**config.mk**
```make
export PLATFORM = sky130hd
export DESIGN_NAME = scurve_sweep_scheduler_flat
export DESIGN_NICKNAME = d
export VERILOG_FILES = /design/src/rtl/scurve_sweep_scheduler_if.sv /design/src/rtl/scurve_sweep_scheduler.sv /design/src/flat_wrapper.sv
export SDC_FILE = /design/constraint.sdc
export NUM_CORES = 1
export LEC_CHECK = 0
export ABC_AREA = 1
export CAP_MARGIN = 0
export CELL_PAD_IN_SITES_DETAIL_PLACEMENT = 1
export CELL_PAD_IN_SITES_GLOBAL_PLACEMENT = 2
export CORE_MARGIN = 2
export CORE_UTILIZATION = 33
export DETAILED_ROUTE_END_ITERATION = 16
export PLACE_DENSITY_LB_ADDON = 0.1
export SETUP_SLACK_MARGIN = 0.02
export SLEW_MARGIN = 20
export SYNTH_ARGS = -nofsm -noshare
export SYNTH_HDL_FRONTEND = slang
export SYNTH_SLANG_ARGS = --single-unit
```
**constraint.sdc**
```tcl
create_clock -name Clk -period 4.85 [get_ports Clk]
set_input_delay 0.97 -clock Clk [delete_from_list [all_inputs] [get_ports Clk]]
set_output_delay 0.97 -clock Clk [all_outputs]
set_load 0.02 [all_outputs]
```
**src/rtl/scurve_sweep_scheduler_if.sv**
```systemverilog
// S-curve sweep scheduler bundle: command, parameters,
// SC-load / acquisition handshakes and status.
interface scurve_sweep_scheduler_if #(
  parameter int DAC_W = 10,
  parameter int CH_W  = 6
);
  logic             SweepStart;
  logic             SweepStop;
  logic [DAC_W-1:0] StartDAC;
  logic [DAC_W-1:0] EndDAC;
  logic [DAC_W-1:0] DACStep;
  logic [CH_W-1:0]  ChannelStart;
  logic [CH_W-1:0]  ChannelEnd;
  logic [DAC_W-1:0] OutDAC;
  logic [CH_W-1:0]  OutChannel;
  logic             LoadSCParameter;
  logic             MicrorocConfigDone;
  logic             SingleACQStart;
  logic             ACQDone;
  logic             DataTransmitDone;
  logic             ForceMicrorocAcqReset;
  logic             SweepBusy;
  logic             SweepDone;
  logic             ParamError;
  logic             TimeoutError;

  modport master (
    output SweepStart, SweepStop,
    output StartDAC, EndDAC, DACStep,
    output ChannelStart, ChannelEnd,
    output MicrorocConfigDone, ACQDone,
    output DataTransmitDone,
    input  OutDAC, OutChannel,
    input  LoadSCParameter, SingleACQStart,
    input  ForceMicrorocAcqReset,
    input  SweepBusy, SweepDone,
    input  ParamError, TimeoutError
  );

  modport slave (
    input  SweepStart, SweepStop,
    input  StartDAC, EndDAC, DACStep,
    input  ChannelStart, ChannelEnd,
    input  MicrorocConfigDone, ACQDone,
    input  DataTransmitDone,
    output OutDAC, OutChannel,
    output LoadSCParameter, SingleACQStart,
    output ForceMicrorocAcqReset,
    output SweepBusy, SweepDone,
    output ParamError, TimeoutError
  );
endinterface

```
**src/rtl/scurve_sweep_scheduler.sv**
```systemverilog
// Channel x DAC0 S-curve sweep sequencer: per point
// reload SC, wait config, fire one ACQ, wait ACQ + USB.
module scurve_sweep_scheduler #(
  parameter int DAC_W   = 10,
  parameter int CH_W    = 6,
  parameter int CFG_TMO = 4096,
  parameter int ACQ_TMO = 2**20
) (
  input logic Clk,
  input logic reset,
  scurve_sweep_scheduler_if.slave bus
);

  localparam int TMO_MAX = (ACQ_TMO > CFG_TMO) ?
                           ACQ_TMO : CFG_TMO;
  localparam int TMR_W = $clog2(TMO_MAX) + 1;
  localparam logic [TMR_W-1:0] CFG_LAST =
    TMR_W'(CFG_TMO - 1);
  localparam logic [TMR_W-1:0] ACQ_LAST =
    TMR_W'(ACQ_TMO - 1);

  localparam logic [3:0] IDLE     = 4'd0;
  localparam logic [3:0] LOAD     = 4'd1;
  localparam logic [3:0] WAIT_CFG = 4'd2;
  localparam logic [3:0] START    = 4'd3;
  localparam logic [3:0] WAIT_ACQ = 4'd4;
  localparam logic [3:0] WAIT_TX  = 4'd5;
  localparam logic [3:0] NEXT     = 4'd6;
  localparam logic [3:0] ABORT    = 4'd7;
  localparam logic [3:0] DONE     = 4'd8;

  logic [3:0]       state;
  logic [TMR_W-1:0] timer;
  logic [DAC_W-1:0] start_dac;
  logic [DAC_W-1:0] end_dac;
  logic [DAC_W-1:0] dac_step;
  logic [CH_W-1:0]  ch_end;
  logic [DAC_W-1:0] out_dac;
  logic [CH_W-1:0]  out_ch;
  logic             load_sc;
  logic             acq_start;
  logic             force_rst;
  logic             busy;
  logic             sweep_done;
  logic             param_err;
  logic             tmo_err;
  logic             stop_hit;
  logic             param_bad;
  logic [DAC_W:0]   nxt_dac;

  assign stop_hit = bus.SweepStop &&
    !(state inside {IDLE, DONE, ABORT});
  assign param_bad = (bus.StartDAC > bus.EndDAC) ||
                     (bus.DACStep == '0) ||
                     (bus.ChannelStart > bus.ChannelEnd);
  // One extra bit catches the carry past full scale.
  assign nxt_dac = {1'b0, out_dac} + {1'b0, dac_step};

  // Sweep FSM; request pulses lag their state by a cycle.
  always_ff @(posedge Clk) begin
    if (reset) begin
      state      <= IDLE;
      timer      <= '0;
      start_dac  <= '0;
      end_dac    <= '0;
      dac_step   <= '0;
      ch_end     <= '0;
      out_dac    <= '0;
      out_ch     <= '0;
      load_sc    <= 1'b0;
      acq_start  <= 1'b0;
      force_rst  <= 1'b0;
      busy       <= 1'b0;
      sweep_done <= 1'b0;
      param_err  <= 1'b0;
      tmo_err    <= 1'b0;
    end else begin
      load_sc    <= 1'b0;
      acq_start  <= 1'b0;
      force_rst  <= 1'b0;
      sweep_done <= 1'b0;
      if (stop_hit) begin
        force_rst <= 1'b1;
        state     <= ABORT;
      end else begin
        case (state)
          IDLE: if (bus.SweepStart) begin
            start_dac <= bus.StartDAC;
            end_dac   <= bus.EndDAC;
            dac_step  <= bus.DACStep;
            ch_end    <= bus.ChannelEnd;
            if (param_bad) begin
              param_err <= 1'b1;
            end else begin
              param_err <= 1'b0;
              tmo_err   <= 1'b0;
              out_dac   <= bus.StartDAC;
              out_ch    <= bus.ChannelStart;
              busy      <= 1'b1;
              state     <= LOAD;
            end
          end
          LOAD: begin
            load_sc <= 1'b1;
            timer   <= '0;
            state   <= WAIT_CFG;
          end
          WAIT_CFG: begin
            if (bus.MicrorocConfigDone) begin
              state <= START;
            end else if (timer == CFG_LAST) begin
              tmo_err   <= 1'b1;
              force_rst <= 1'b1;
              state     <= ABORT;
            end else begin
              timer <= timer + 1'b1;
            end
          end
          START: begin
            acq_start <= 1'b1;
            timer     <= '0;
            state     <= WAIT_ACQ;
          end
          WAIT_ACQ: begin
            if (bus.ACQDone && bus.DataTransmitDone) begin
              state <= NEXT;
            end else if (timer == ACQ_LAST) begin
              tmo_err   <= 1'b1;
              force_rst <= 1'b1;
              state     <= ABORT;
            end else begin
              timer <= timer + 1'b1;
              if (bus.ACQDone) state <= WAIT_TX;
            end
          end
          WAIT_TX: begin
            if (bus.DataTransmitDone) begin
              state <= NEXT;
            end else if (timer == ACQ_LAST) begin
              tmo_err   <= 1'b1;
              force_rst <= 1'b1;
              state     <= ABORT;
            end else begin
              timer <= timer + 1'b1;
            end
          end
          NEXT: begin
            if (nxt_dac <= {1'b0, end_dac}) begin
              out_dac <= nxt_dac[DAC_W-1:0];
              state   <= LOAD;
            end else if (out_ch < ch_end) begin
              out_ch  <= out_ch + 1'b1;
              out_dac <= start_dac;
              state   <= LOAD;
            end else begin
              sweep_done <= 1'b1;
              state      <= DONE;
            end
          end
          ABORT: begin
            sweep_done <= 1'b1;
            state      <= DONE;
          end
          DONE: begin
            busy  <= 1'b0;
            state <= IDLE;
          end
          default: state <= IDLE;
        endcase
      end
    end
  end

  assign bus.OutDAC                = out_dac;
  assign bus.OutChannel            = out_ch;
  assign bus.LoadSCParameter       = load_sc;
  assign bus.SingleACQStart        = acq_start;
  assign bus.ForceMicrorocAcqReset = force_rst;
  assign bus.SweepBusy             = busy;
  assign bus.SweepDone             = sweep_done;
  assign bus.ParamError            = param_err;
  assign bus.TimeoutError          = tmo_err;

endmodule

```
**src/flat_wrapper.sv**
```systemverilog
// flat-port wrapper written by rule: the top's interface ports become plain ports
module scurve_sweep_scheduler_flat 
#(
  parameter int DAC_W   = 10,
  parameter int CH_W    = 6,
  parameter int CFG_TMO = 4096,
  parameter int ACQ_TMO = 2**20
)
  (Clk, reset, bus_SweepStart, bus_SweepStop, bus_StartDAC, bus_EndDAC, bus_DACStep, bus_ChannelStart, bus_ChannelEnd, bus_MicrorocConfigDone, bus_ACQDone, bus_DataTransmitDone, bus_OutDAC, bus_OutChannel, bus_LoadSCParameter, bus_SingleACQStart, bus_ForceMicrorocAcqReset, bus_SweepBusy, bus_SweepDone, bus_ParamError, bus_TimeoutError);
  scurve_sweep_scheduler_if #(.DAC_W(DAC_W), .CH_W(CH_W)) bus_i ();
  input logic Clk;
  input logic reset;
  input wire logic [$bits(bus_i.SweepStart)-1:0] bus_SweepStart;
  input wire logic [$bits(bus_i.SweepStop)-1:0] bus_SweepStop;
  input wire logic [$bits(bus_i.StartDAC)-1:0] bus_StartDAC;
  input wire logic [$bits(bus_i.EndDAC)-1:0] bus_EndDAC;
  input wire logic [$bits(bus_i.DACStep)-1:0] bus_DACStep;
  input wire logic [$bits(bus_i.ChannelStart)-1:0] bus_ChannelStart;
  input wire logic [$bits(bus_i.ChannelEnd)-1:0] bus_ChannelEnd;
  input wire logic [$bits(bus_i.MicrorocConfigDone)-1:0] bus_MicrorocConfigDone;
  input wire logic [$bits(bus_i.ACQDone)-1:0] bus_ACQDone;
  input wire logic [$bits(bus_i.DataTransmitDone)-1:0] bus_DataTransmitDone;
  output wire logic [$bits(bus_i.OutDAC)-1:0] bus_OutDAC;
  output wire logic [$bits(bus_i.OutChannel)-1:0] bus_OutChannel;
  output wire logic [$bits(bus_i.LoadSCParameter)-1:0] bus_LoadSCParameter;
  output wire logic [$bits(bus_i.SingleACQStart)-1:0] bus_SingleACQStart;
  output wire logic [$bits(bus_i.ForceMicrorocAcqReset)-1:0] bus_ForceMicrorocAcqReset;
  output wire logic [$bits(bus_i.SweepBusy)-1:0] bus_SweepBusy;
  output wire logic [$bits(bus_i.SweepDone)-1:0] bus_SweepDone;
  output wire logic [$bits(bus_i.ParamError)-1:0] bus_ParamError;
  output wire logic [$bits(bus_i.TimeoutError)-1:0] bus_TimeoutError;
  assign bus_i.SweepStart = bus_SweepStart;
  assign bus_i.SweepStop = bus_SweepStop;
  assign bus_i.StartDAC = bus_StartDAC;
  assign bus_i.EndDAC = bus_EndDAC;
  assign bus_i.DACStep = bus_DACStep;
  assign bus_i.ChannelStart = bus_ChannelStart;
  assign bus_i.ChannelEnd = bus_ChannelEnd;
  assign bus_i.MicrorocConfigDone = bus_MicrorocConfigDone;
  assign bus_i.ACQDone = bus_ACQDone;
  assign bus_i.DataTransmitDone = bus_DataTransmitDone;
  assign bus_OutDAC = bus_i.OutDAC;
  assign bus_OutChannel = bus_i.OutChannel;
  assign bus_LoadSCParameter = bus_i.LoadSCParameter;
  assign bus_SingleACQStart = bus_i.SingleACQStart;
  assign bus_ForceMicrorocAcqReset = bus_i.ForceMicrorocAcqReset;
  assign bus_SweepBusy = bus_i.SweepBusy;
  assign bus_SweepDone = bus_i.SweepDone;
  assign bus_ParamError = bus_i.ParamError;
  assign bus_TimeoutError = bus_i.TimeoutError;
  scurve_sweep_scheduler #(.DAC_W(DAC_W), .CH_W(CH_W), .CFG_TMO(CFG_TMO), .ACQ_TMO(ACQ_TMO)) u_core (.Clk(Clk), .reset(reset), .bus(bus_i));
endmodule
```
==> impl_results.md <==
- Post-Synth Simple-Gate Area: 31.9%
- Number of synthesis warnings: 0
- Crit start category: register
- First-pass GRT wire length: 29700 microns
- DRC viols: 0
- Max FO, Critical Path: 13
- Vias in the first global route: 5850
- Die area: 18300 sq um
- Starting Density: 33.3%
- #FFs+latches synth: 84
- Post-CTS sizing: 0
- Total number of vias: 5623
- Crit path DAT: 4100 ps
- Setup TNS: 0 ps
- Post-Synth XOR/XNOR Area: 4.16%
- Place WS: 1040 ps
- Routed Wire Length: 17900 microns
- I/O Buffers: 71
- Synth area leaders: dfxtp_1, nand2_1, ha_1, nor2_1, inv_1
- Complex-gate fraction of the synthesized area: 13.5%
- Vias per inst: 4.86
- Pwr dens: 613 nW/um^2
- DR WL/cell: 15.5 microns
- Top cell type's share of synthesized area: 29.6%
- Grt ovf: 0
- Worst-Skew Late Latency: 340 ps
- # IOs: 72
- Final RePlAce weighted congestion: 0.856
- Post-Synth Adder-Cell Area: 9.81%
- CP Capture Type: register
- Post-synth top area cell: dfxtp_1
- Yosys cell types: 40
- RSZ-0062 raised after global routing: no
- Clk Tree Root Cell: clkbuf_16
- CTS Hold Bufs: 0
- RR Startpoint: u_core.bus.OutDAC[0]$_SDFFE_PP0P_
- Fin crit share: 78.7%
- Die Y: 135 microns
- Worst slew pin tran: 963 ps
- Final setup margin: 1030 ps
- Largest family of logic cells by synthesized area: simple AND/OR/NAND/NOR gates
- Avg Cell Area, Syn: 6.53 sq um
- Worst setup path class: register to register
- # clock sinks: 84
- Leak: 0.00315 uW
- Core box area: 17100 sq um
- Mapped Area: 5690 sq um
- CTS H-tree lvls: 3
- Total chip power: 4220 uW
- Rows: 48
- Hold_sp: u_core.start_dac[5]$_SDFFE_PP0P_
- Synth Instances: 871
- Final hold violation count: 0
- WL met2: 9070 microns
- Initial antenna violation count: 0
- Clock transition at path regs: 60 ps
- Largest net degree at the start of global routing: 42
- CTS Buffer Depth: 2
- Fmax: 262 MHz
- Final hold slack: 462 ps
- Most frequent cells in the layout: nand2_1, nor2_1, inv_1, dfxtp_1, clkdlybuf4s50_1
- Setup violations, final: 0
- Period minus WS final: 3820 ps
- WL met3: 370 microns
- Total GRT Usage: 20.6%
- CTS Buf Count: 9
- Commonest non-fill, non-tap cell in the layout: nand2_1
- Fraction of layout cells with a size suffix above 1: 7.09%
- Area Overhead vs Synth: 21.2%
- WL met1: 8260 microns
- Final Max Slew Viols: 0
- Status: completed
- Crit path required time: 5130 ps
- Final HPWL DP: 14000 microns
- # nets final: 1019
- MaxCap Viol Count: 0
- Fillers: 2217
- Setup crit start: u_core.bus.OutDAC[0]$_SDFFE_PP0P_
- Uppermost layer routed: met4
- Mux cell area share after synthesis: 0.176%
- Hold WC Path Type: register to register
- Initial DRC count: 179
- CTS tree: yes
- Core Util, Final: 40.4%
- Mapped Nets: 964
- Ant diodes: 0
- Slew HR: 35.7%
- Seq/Total Area, Yosys: 29.6%
- Post-route ant nets: 0
- Pre-Repair DR Iteration Count: 4
- Setup Skew: 6.27 ps
- Post-CTS Repair Setup Buffers: 0
- Max IR drop VDD: 228 uV
- Die W: 135 microns
[sequential cells by signal, summed over array words and instances (netlist names)]
name                              cells
u_core.bus.ParamError                 1
u_core.dac_step                      10
u_core.bus.OutDAC                    10
u_core.bus.SingleACQStart             1
u_core.state                          4
u_core.bus.SweepDone                  1
u_core.end_dac                       10
u_core.bus.SweepBusy                  1
u_core.timer                         21
u_core.bus.ForceMicrorocAcqReset      1
u_core.start_dac                     10
u_core.bus.LoadSCParameter            1
u_core.ch_end                         6
u_core.bus.TimeoutError               1
u_core.bus.OutChannel                 6
[cells by family after synthesis]
logic type,after synthesis
buffers and inverters,156
multiplexers,1
AO/OA/AOI/OAI,138
flip-flops,84
adder cells (fa/ha/maj),44
XOR/XNOR,27
AND/OR/NAND/NOR,421
[layer usage]
layer  vias up  track usage, %
met4         0            4.63
met3        10            3.40
met1      2677            25.3
met5         -               0
met2        58            37.7
li1       2878               -
[power breakdown]
part | internal [uW] | switching, uW
clock | 494 | 289
sequential | 874 | 149
combinational | 830 | 1590
total | 2200 | 2030
[final timing paths]
check / to / slack, ps / depth (start not counted)
setup / recovery: u_core.bus.OutDAC[1]$_SDFFE_PP0P_ / 1030 / 21
hold / removal: u_core.start_dac[5]$_SDFFE_PP0P_ / 460 / 2
setup reg to reg: u_core.bus.OutDAC[1]$_SDFFE_PP0P_ / 1030 / 21
hold reg to reg: u_core.start_dac[5]$_SDFFE_PP0P_ / 460 / 2
[layout make-up]
cell class                      instances  area [sq um]  area share [%]
Clock inverter                          3          67.6           0.980
Tap cell                              225           282            4.08
Multi-Input combinational cell        631          3380            49.1
Timing Repair Buffer                   75           741            10.7
Inverter                              125           470            6.82
Sequential cell                        84          1680            24.4
Clock buffer                           13           270            3.92
[cell usage after synthesis (all sizes together)]
cell,n
nand2,199
nor2,132
inv,124
dfxtp,84
a21oi,73
o21ai,54
nand3,50
ha,43
clkbuf,20
xor2,18
nand4,17
nor3,13
buf,11
xnor2,9
a21o,3
o21bai,3
or2,3
and3,2
nand3b,2
nor4,2
o211ai,2
a21boi,1
a22oi,1
clkinv,1
fa,1
mux2i,1
nor3b,1
o21a,1
[worst max-delay path: stages, from the launching register on]
cell and delay (ps):
dfxtp_1 360, ha_1 210, inv_1 70, fa_1 410
inv_1 90, nand3_1 70, nand2_1 120, nand2_1 70
nand2_1 120, xor2_1 200, inv_1 110, ha_1 300
a21o_1 170, a21oi_1 150, nand2_1 70, nand2_1 50
nand3_1 190, nand3_1 490, nand2_4 190, nand2_1 120
nand2_1 60, nor2_1 130
[through the flow]
step | instance area [sq um] | cells
floorplan | 5690 | 871
global route | 6900 | 1156
detailed placement | 6560 | 1140
global placement | 6560 | 1140
finish | 6900 | 1156
CTS | 6900 | 1156
Note: power is estimated with default switching activity, not from simulation.
